**src/rtl/vec_mul_pkg.sv**
```systemverilog
// Shared definitions for the vec_mul job sequencer and the vec_mul datapath.
// Holds the default address widths, the result-path latency that both sides
// must agree on, and the sequencer state encoding.
package vec_mul_pkg;

    localparam int unsigned DEF_ADDRESSSIZE      = 10;
    localparam int unsigned DEF_ADDRESSSIZE_FIFO = 2;
    localparam int unsigned DEF_PIPE_LAT         = 4;

    typedef enum logic [2:0] {
        ST_IDLE   = 3'd0,
        ST_WLOAD0 = 3'd1,
        ST_WLOAD1 = 3'd2,
        ST_STREAM = 3'd3,
        ST_DRAIN  = 3'd4,
        ST_DONE   = 3'd5
    } seq_state_t;

endpackage

```
**src/rtl/vec_mul_sequencer_if.sv**
```systemverilog
// Job-control and memory-side signal bundle of the vec_mul sequencer.
//   start / cfg_*          : job request and its configuration
//   busy / done            : job status
//   wfifo_addr / weight_reload        : weight-SRAM read and multiplier weight latch
//   ub_rd_addr / ub_rd_valid          : unified-buffer read stream
//   res_we / res_addr                 : results-SRAM write port
// master = job requester / memory side, slave = the sequencer.
interface vec_mul_sequencer_if
    import vec_mul_pkg::*;
#(
    parameter int unsigned ADDRESSSIZE      = DEF_ADDRESSSIZE,
    parameter int unsigned ADDRESSSIZE_fifo = DEF_ADDRESSSIZE_FIFO
) ();

    logic                        start;
    logic [ADDRESSSIZE-1:0]      cfg_ub_base;
    logic [ADDRESSSIZE-1:0]      cfg_len;
    logic [ADDRESSSIZE_fifo-1:0] cfg_w_slot;
    logic                        cfg_skip_wload;

    logic                        busy;
    logic                        done;
    logic [ADDRESSSIZE_fifo-1:0] wfifo_addr;
    logic                        weight_reload;
    logic [ADDRESSSIZE-1:0]      ub_rd_addr;
    logic                        ub_rd_valid;
    logic                        res_we;
    logic [ADDRESSSIZE-1:0]      res_addr;

    modport master (
        output start, cfg_ub_base, cfg_len, cfg_w_slot, cfg_skip_wload,
        input  busy, done, wfifo_addr, weight_reload,
        input  ub_rd_addr, ub_rd_valid, res_we, res_addr
    );

    modport slave (
        input  start, cfg_ub_base, cfg_len, cfg_w_slot, cfg_skip_wload,
        output busy, done, wfifo_addr, weight_reload,
        output ub_rd_addr, ub_rd_valid, res_we, res_addr
    );

endinterface

```
**src/rtl/vec_mul_sequencer_valid_delay_line.sv**
```systemverilog
// DEPTH-deep 1-bit shift register that turns a UB read strobe into the
// matching results-SRAM write strobe.
//   clk, clr      : clock, synchronous active-high clear
//   in_valid      : strobe entering the line
//   out_valid     : in_valid delayed by exactly DEPTH cycles (registered)
//   any_valid_c   : a strobe is still in flight that has not reached out_valid
module valid_delay_line
    import vec_mul_pkg::*;
#(
    parameter int unsigned DEPTH = DEF_PIPE_LAT
) (
    input  logic clk,
    input  logic clr,
    input  logic in_valid,
    output logic out_valid,
    output logic any_valid_c
);

    logic [DEPTH-1:0] sr_q;

    // Shift register; bit 0 is the youngest entry.
    always_ff @(posedge clk) begin
        if (clr) begin
            sr_q <= '0;
        end else begin
            sr_q[0] <= in_valid;
            for (int i = 1; i < int'(DEPTH); i++) begin
                sr_q[i] <= sr_q[i-1];
            end
        end
    end

    assign out_valid = sr_q[DEPTH-1];

    // The last stage is already presented on out_valid this cycle, so it does
    // not count as pending; the entering strobe does.
    always_comb begin
        any_valid_c = in_valid;
        for (int i = 0; i < int'(DEPTH) - 1; i++) begin
            any_valid_c = any_valid_c | sr_q[i];
        end
    end

endmodule

```
**src/rtl/vec_mul_sequencer.sv**
```systemverilog
// Control FSM for one vector-multiply job on the vec_mul datapath: optional
// weight load from the weight SRAM, a run of UB reads, results-SRAM writes
// delayed by PIPE_LAT, then a one-cycle done pulse.
//   clk  : clock
//   rst  : synchronous active-high reset
//   bus  : vec_mul_sequencer_if.slave (job control, weight/UB/results ports)
module vec_mul_sequencer
    import vec_mul_pkg::*;
#(
    parameter int unsigned ADDRESSSIZE      = DEF_ADDRESSSIZE,
    parameter int unsigned ADDRESSSIZE_fifo = DEF_ADDRESSSIZE_FIFO,
    parameter int unsigned PIPE_LAT         = DEF_PIPE_LAT
) (
    input  logic                clk,
    input  logic                rst,
    vec_mul_sequencer_if.slave  bus
);

    localparam int unsigned AW = ADDRESSSIZE;
    localparam int unsigned WW = ADDRESSSIZE_fifo;

    seq_state_t     state_q, state_d;

    logic [AW-1:0]  base_q, len_q, rd_cnt_q;
    logic [WW-1:0]  slot_q;
    logic [AW-1:0]  res_addr_q;

    logic           accept_c;
    logic [AW-1:0]  base_c, len_c, cnt_c;
    logic [WW-1:0]  slot_c;
    logic           drain_pending_c;
    logic           res_we_c;

    // Next values of the registered outputs.
    logic           busy_d, done_d, weight_reload_d, ub_rd_valid_d;
    logic [WW-1:0]  wfifo_addr_d;
    logic [AW-1:0]  ub_rd_addr_d;

    logic           busy_q, done_q, weight_reload_q, ub_rd_valid_q;
    logic [WW-1:0]  wfifo_addr_q;
    logic [AW-1:0]  ub_rd_addr_q;

    assign accept_c = (state_q == ST_IDLE) && bus.start;

    // In the accept cycle the job configuration is still on the inputs.
    assign base_c = accept_c ? bus.cfg_ub_base : base_q;
    assign len_c  = accept_c ? bus.cfg_len     : len_q;
    assign slot_c = accept_c ? bus.cfg_w_slot  : slot_q;
    assign cnt_c  = accept_c ? '0              : rd_cnt_q;

    // State register.
    always_ff @(posedge clk) begin
        if (rst) state_q <= ST_IDLE;
        else     state_q <= state_d;
    end

    // Next-state logic. A zero-length job has an empty delay line, so it
    // passes through DRAIN without spending a cycle there.
    always_comb begin
        state_d = state_q;
        case (state_q)
            ST_IDLE: begin
                if (bus.start) begin
                    if (!bus.cfg_skip_wload)    state_d = ST_WLOAD0;
                    else if (bus.cfg_len == '0) state_d = ST_DONE;
                    else                        state_d = ST_STREAM;
                end
            end
            ST_WLOAD0: state_d = ST_WLOAD1;
            ST_WLOAD1: state_d = (len_q == '0) ? ST_DONE : ST_STREAM;
            // rd_cnt_q counts reads already issued, including this cycle's.
            ST_STREAM: if (rd_cnt_q == len_q) state_d = ST_DRAIN;
            ST_DRAIN:  if (!drain_pending_c)  state_d = ST_DONE;
            ST_DONE:   state_d = ST_IDLE;
            default:   state_d = ST_IDLE;
        endcase
    end

    // Output decode from the next state, so every output is a flop.
    always_comb begin
        busy_d          = 1'b0;
        done_d          = 1'b0;
        weight_reload_d = 1'b0;
        ub_rd_valid_d   = 1'b0;
        wfifo_addr_d    = '0;
        ub_rd_addr_d    = '0;
        busy_d          = (state_d != ST_IDLE);
        done_d          = (state_d == ST_DONE);
        weight_reload_d = (state_d == ST_WLOAD1);
        if ((state_d == ST_WLOAD0) || (state_d == ST_WLOAD1)) begin
            wfifo_addr_d = slot_c;
        end
        if (state_d == ST_STREAM) begin
            ub_rd_valid_d = 1'b1;
            ub_rd_addr_d  = base_c + cnt_c;   // wraps modulo 2^AW
        end
    end

    // Output registers, job configuration and counters.
    always_ff @(posedge clk) begin
        if (rst) begin
            busy_q          <= 1'b0;
            done_q          <= 1'b0;
            weight_reload_q <= 1'b0;
            ub_rd_valid_q   <= 1'b0;
            wfifo_addr_q    <= '0;
            ub_rd_addr_q    <= '0;
            base_q          <= '0;
            len_q           <= '0;
            slot_q          <= '0;
            rd_cnt_q        <= '0;
            res_addr_q      <= '0;
        end else begin
            busy_q          <= busy_d;
            done_q          <= done_d;
            weight_reload_q <= weight_reload_d;
            ub_rd_valid_q   <= ub_rd_valid_d;
            wfifo_addr_q    <= wfifo_addr_d;
            ub_rd_addr_q    <= ub_rd_addr_d;
            if (accept_c) begin
                base_q <= bus.cfg_ub_base;
                len_q  <= bus.cfg_len;
                slot_q <= bus.cfg_w_slot;
            end
            rd_cnt_q <= ub_rd_valid_d ? (cnt_c + AW'(1)) : cnt_c;
            if (accept_c)      res_addr_q <= '0;
            else if (res_we_c) res_addr_q <= res_addr_q + AW'(1);
        end
    end

    valid_delay_line #(
        .DEPTH (PIPE_LAT)
    ) u_valid_delay_line (
        .clk         (clk),
        .clr         (rst),
        .in_valid    (ub_rd_valid_q),
        .out_valid   (res_we_c),
        .any_valid_c (drain_pending_c)
    );

    assign bus.busy          = busy_q;
    assign bus.done          = done_q;
    assign bus.weight_reload = weight_reload_q;
    assign bus.wfifo_addr    = wfifo_addr_q;
    assign bus.ub_rd_valid   = ub_rd_valid_q;
    assign bus.ub_rd_addr    = ub_rd_addr_q;
    assign bus.res_we        = res_we_c;
    assign bus.res_addr      = res_addr_q;

endmodule

```
**src/flat_wrapper.sv**
```systemverilog
// flat-port wrapper written by rule: the top's interface ports become plain ports
module vec_mul_sequencer_flat import vec_mul_pkg::*;
#(
    parameter int unsigned ADDRESSSIZE      = DEF_ADDRESSSIZE,
    parameter int unsigned ADDRESSSIZE_fifo = DEF_ADDRESSSIZE_FIFO,
    parameter int unsigned PIPE_LAT         = DEF_PIPE_LAT
)
  (clk, rst, bus_start, bus_cfg_ub_base, bus_cfg_len, bus_cfg_w_slot, bus_cfg_skip_wload, bus_busy, bus_done, bus_wfifo_addr, bus_weight_reload, bus_ub_rd_addr, bus_ub_rd_valid, bus_res_we, bus_res_addr);
  vec_mul_sequencer_if #(.ADDRESSSIZE(ADDRESSSIZE), .ADDRESSSIZE_fifo(ADDRESSSIZE_fifo)) bus_i ();
  input  logic clk;
  input  logic rst;
  input wire logic [$bits(bus_i.start)-1:0] bus_start;
  input wire logic [$bits(bus_i.cfg_ub_base)-1:0] bus_cfg_ub_base;
  input wire logic [$bits(bus_i.cfg_len)-1:0] bus_cfg_len;
  input wire logic [$bits(bus_i.cfg_w_slot)-1:0] bus_cfg_w_slot;
  input wire logic [$bits(bus_i.cfg_skip_wload)-1:0] bus_cfg_skip_wload;
  output wire logic [$bits(bus_i.busy)-1:0] bus_busy;
  output wire logic [$bits(bus_i.done)-1:0] bus_done;
  output wire logic [$bits(bus_i.wfifo_addr)-1:0] bus_wfifo_addr;
  output wire logic [$bits(bus_i.weight_reload)-1:0] bus_weight_reload;
  output wire logic [$bits(bus_i.ub_rd_addr)-1:0] bus_ub_rd_addr;
  output wire logic [$bits(bus_i.ub_rd_valid)-1:0] bus_ub_rd_valid;
  output wire logic [$bits(bus_i.res_we)-1:0] bus_res_we;
  output wire logic [$bits(bus_i.res_addr)-1:0] bus_res_addr;
  assign bus_i.start = bus_start;
  assign bus_i.cfg_ub_base = bus_cfg_ub_base;
  assign bus_i.cfg_len = bus_cfg_len;
  assign bus_i.cfg_w_slot = bus_cfg_w_slot;
  assign bus_i.cfg_skip_wload = bus_cfg_skip_wload;
  assign bus_busy = bus_i.busy;
  assign bus_done = bus_i.done;
  assign bus_wfifo_addr = bus_i.wfifo_addr;
  assign bus_weight_reload = bus_i.weight_reload;
  assign bus_ub_rd_addr = bus_i.ub_rd_addr;
  assign bus_ub_rd_valid = bus_i.ub_rd_valid;
  assign bus_res_we = bus_i.res_we;
  assign bus_res_addr = bus_i.res_addr;
  vec_mul_sequencer #(.ADDRESSSIZE(ADDRESSSIZE), .ADDRESSSIZE_fifo(ADDRESSSIZE_fifo), .PIPE_LAT(PIPE_LAT)) u_core (.clk(clk), .rst(rst), .bus(bus_i));
endmodule
```
**config.mk**
```make
export PLATFORM = sky130hd
export DESIGN_NAME = vec_mul_sequencer_flat
export DESIGN_NICKNAME = d
export VERILOG_FILES = /design/src/rtl/vec_mul_pkg.sv /design/src/rtl/vec_mul_sequencer_if.sv /design/src/rtl/vec_mul_sequencer_valid_delay_line.sv /design/src/rtl/vec_mul_sequencer.sv /design/src/flat_wrapper.sv
export SDC_FILE = /design/constraint.sdc
export NUM_CORES = 1
export LEC_CHECK = 0
export BUFFER_PORTS_ARGS = -buffer_cell sky130_fd_sc_hd__buf_4
export CAP_MARGIN = 20
export CELL_PAD_IN_SITES_DETAIL_PLACEMENT = 1
export CELL_PAD_IN_SITES_GLOBAL_PLACEMENT = 2
export CORE_MARGIN = 5
export CORE_UTILIZATION = 23
export DETAILED_ROUTE_END_ITERATION = 8
export PLACE_DENSITY = 0.57
export SYNTH_ARGS = -nofsm -noshare
export SYNTH_HDL_FRONTEND = slang
export SYNTH_SLANG_ARGS = --single-unit
```
**constraint.sdc**
```tcl
create_clock -name clk -period 4.65 [get_ports clk]
set_input_delay 0.465 -clock clk [delete_from_list [all_inputs] [get_ports clk]]
set_output_delay 0.465 -clock clk [all_outputs]
set_load 0.03 [all_outputs]
```
==> results.json <==
{
  "pwr-share-clk_pct": 30.5,
  "clock_sinks": 65,
  "h-tree-depth": 3,
  "grt_pass1_vias": 2807,
  "cts_resized": 0,
  "clk_latency_ns": 0.34,
  "row_count": 42,
  "drive_above_1_share_pct": 18.99,
  "p_comb_share_pct": 34.1,
  "yosysTopAreaCellShare_pct": 42.48,
  "synth_area_per_cell_sq_um": 8.485,
  "fin_tns_setup_ns": 0,
  "routed.top_layer": "met4",
  "irDropWorstVdd_uv": 164.0,
  "p_int_mw": 1.280,
  "vias_per_cell": 4.427,
  "power_density_mw_per_mm2": 527.4,
  "leakage_nw": 1.566,
  "yosys_register_bits": 65,
  "critical_path_class": "reg2reg",
  "fin_util_pct": 29.60,
  "timing.final.hold_violations": 0,
  "cts_buffer_depth": 2,
  "slew_headroom_pct": 52.73,
  "rr_startpoint": "u_core.state_q[1]$_SDFF_PP0_",
  "cts_tree": "built",
  "clk_pin_slew_worst_paths_ns": 0.06,
  "rr_worst_depth": 10,
  "worstPathRequired_ns": 4.85,
  "clock_skew_ns": 0.008095,
  "status": "finished, final reports clean",
  "io_pins": 53,
  "dr.pass1.iters": 4,
  "routabilityCongestion": 0.7921,
  "nets": 449,
  "cts_root_buf": "clkbuf_16",
  "synthArstFlopShare_pct": 0,
  "vias": 2621,
  "grt_max_degree": 39,
  "dr_wl_met2_mm": 4.025,
  "wl_per_cell_um": 14.43,
  "start_kind": "register",
  "grt.overflow.total": 0,
  "dpl.hpwl_mm": 6.253,
  "yosysTopAreaCell": "dfxtp_1",
  "die_area_sq_mm": 0.01573,
  "start_util_pct": 23.31,
  "synth_fp_nets": 399,
  "worstMarginPinSlew_ns": 0.7090,
  "drc": 0,
  "period_minus_slack_ns": 3.180,
  "drt_wl_total_mm": 8.545,
  "final_cell_area_sq_mm": 0.003889,
  "min_from": "bus_cfg_len[9]",
  "drv_cap": 0,
  "holdPathStages": 3,
  "cts_setup_buffers": 0,
  "syn-cell-area_sq_mm": 0.003063,
  "synthTopCellsByArea": "dfxtp_1, nand2_1, xnor2_1, nor2_1, a21oi_1",
  "holdBufCountCts": 0,
  "power_frac_seq_pct": 35.5,
  "maxSlewViolCount": 0,
  "drtIter0Drc": 79,
  "die_x_um": 125.4,
  "grt_use_total_pct": 11.35,
  "dr_wl_met3_um": 352,
  "synth_edf_count": 0,
  "p_sw_mw": 0.7709,
  "switching_share_pct": 37.59,
  "antenna_found_initial": 0,
  "ant_nets": 0,
  "area_growth_pct": 26.96,
  "regToRegSetupSlack_ns": 1.47,
  "hold_path_end": "u_core.len_q[9]$_SDFFE_PP0P_",
  "hold_slack_ns": 0.3801,
  "ys_types": 52,
  "rsz0062_at_grt": "no",
  "grt_pass1_wl_mm": 14.37,
  "setup_viol": 0,
  "num_antenna_cells": 0,
  "end_kind": "register",
  "drt-met1-wl_mm": 4.101,
  "cp_max_fo": 30,
  "fin_crit_sh_pct": 68.38,
  "yosys_warnings": 0,
  "arrival_ns": 3.38,
  "core-area_sq_mm": 0.01314,
  "rr_endpoint": "u_core.bus.ub_rd_addr[9]$_SDFF_PP0_",
  "placed_area_sq_mm": 0.003615,
  "synthFlopType": "dfxtp_1",
  "synthCells": 361,
  "max_freq_mhz": 314.5,
  "die_y_um": 125.4,
  "hold_class": "in2reg",
  "ys_seq_area_share_pct": 42.48,
  "numPortBuffers": 52,
  "cts_inserted_buffers": 9
}
## power by group through the flow
stage	registers (mW)	logic (mW)	clock network, mW
after detailed placement	0.740	0.716	0
final	0.727	0.699	0.625
after global routing	0.741	0.788	0.670
after global placement	0.736	0.718	0
after CTS	0.729	0.720	0.647
after floorplan	0.756	0.494	0
## placed cells by master (no fill, tap or decap), types with 5 or more instances in the layout
| cell | instances |
|---|---|
| a21oi_1 | 30 |
| and2_1 | 9 |
| buf_4 | 54 |
| clkbuf_16 | 9 |
| dfxtp_1 | 65 |
| ha_1 | 11 |
| inv_1 | 9 |
| mux2i_1 | 5 |
| nand2_1 | 63 |
| nand3_1 | 5 |
| nand4_1 | 10 |
| nor2_1 | 41 |
| nor2b_1 | 8 |
| nor4_1 | 5 |
| o21ai_0 | 7 |
| xnor2_1 | 21 |
| xor2_1 | 9 |
## cell usage after synthesis (2+ instances only)
cell type   n
mux2i_1     5
clkbuf_1   10
or3_1       3
a31oi_1     2
nand4_1    10
ha_1       11
nor4b_1     2
a21o_1      2
nor2_1     41
nor3_1      3
xnor2_1    21
o21ai_0     7
dfxtp_1    65
and2_1      9
a21oi_1    30
nor4_1      5
or4_1       2
buf_6       3
nand2_1    63
o21a_1      3
nor3b_1     2
and3_1      2
nand3_1     5
nor2b_1     8
nand3b_1    2
xor2_1      9
inv_1       9
nor3_2      3
## layout make-up
type	count	area, sq um
clock inverters	5	31.28
well taps	176	220.2
inverters	10	37.54
multi-input cells	271	1650
fillers	1580	9249
clock buffers	11	242.7
flip-flops and latches	65	1301
repair buffers	54	405.4
## per-stage QoR
stage	std cells	setup WS, ns	total power, mW
final	592	1.470	2.051
after global routing	592	1.257	2.199
after CTS	592	1.459	2.096
after detailed placement	576	1.422	1.456
after global placement	576	1.453	1.454
after floorplan	361	1.524	1.250
## critical path, cell delays in order (launching register included)
cell,delay [ns]
dfxtp_1,0.41
or4b_4,0.78
nand2_1,0.16
nand2_1,0.07
ha_1,0.22
or4_1,0.51
a211oi_1,0.29
nor3b_1,0.12
o21a_1,0.21
nor3_1,0.18
nor3_2,0.07
## cells by family after synthesis
kind of cell               count (synthesis)  synth area share, %
buffers and inverters                     25                3.839
muxes                                      6                2.002
xor gates and xnor gates                  30                8.579
AOI/OAI and AO/OA                         58                11.85
and+or+nand+nor                          165                26.10
adders and majority gates                 12                5.147
DFF                                       65                42.48
## registers in the layout, summed over array words and instances (netlist names), 3 cells and up
signal and cells:
u_core.u_valid_delay_line.sr_q 4, u_core.rd_cnt_q 10, u_core.len_q 10, u_core.base_q 10
u_core.state_q 3, u_core.bus.ub_rd_addr 10, u_core.bus.res_addr 10
## worst max path at each step
stage,from,end,depth (start not counted)
after CTS,u_core.state_q[1]$_SDFF_PP0_,u_core.bus.ub_rd_addr[9]$_SDFF_PP0_,9
after floorplan,u_core.state_q[2]$_SDFF_PP0_,u_core.bus.ub_rd_addr[8]$_SDFF_PP0_,14
after detailed placement,bus_start,u_core.bus.ub_rd_addr[9]$_SDFF_PP0_,10
after global placement,bus_start,u_core.bus.ub_rd_addr[9]$_SDFF_PP0_,11
final,u_core.state_q[1]$_SDFF_PP0_,u_core.bus.ub_rd_addr[9]$_SDFF_PP0_,10
after global routing,u_core.state_q[1]$_SDFF_PP0_,u_core.bus.ub_rd_addr[9]$_SDFF_PP0_,10
## routing by layer
metal	track usage (%)	vias to the layer above
met5	0	-
met4	3.125	0
met3	3.753	7
met2	18.54	40
met1	14.39	1243
li1	-	1331
(Power assumes the default switching activity.)
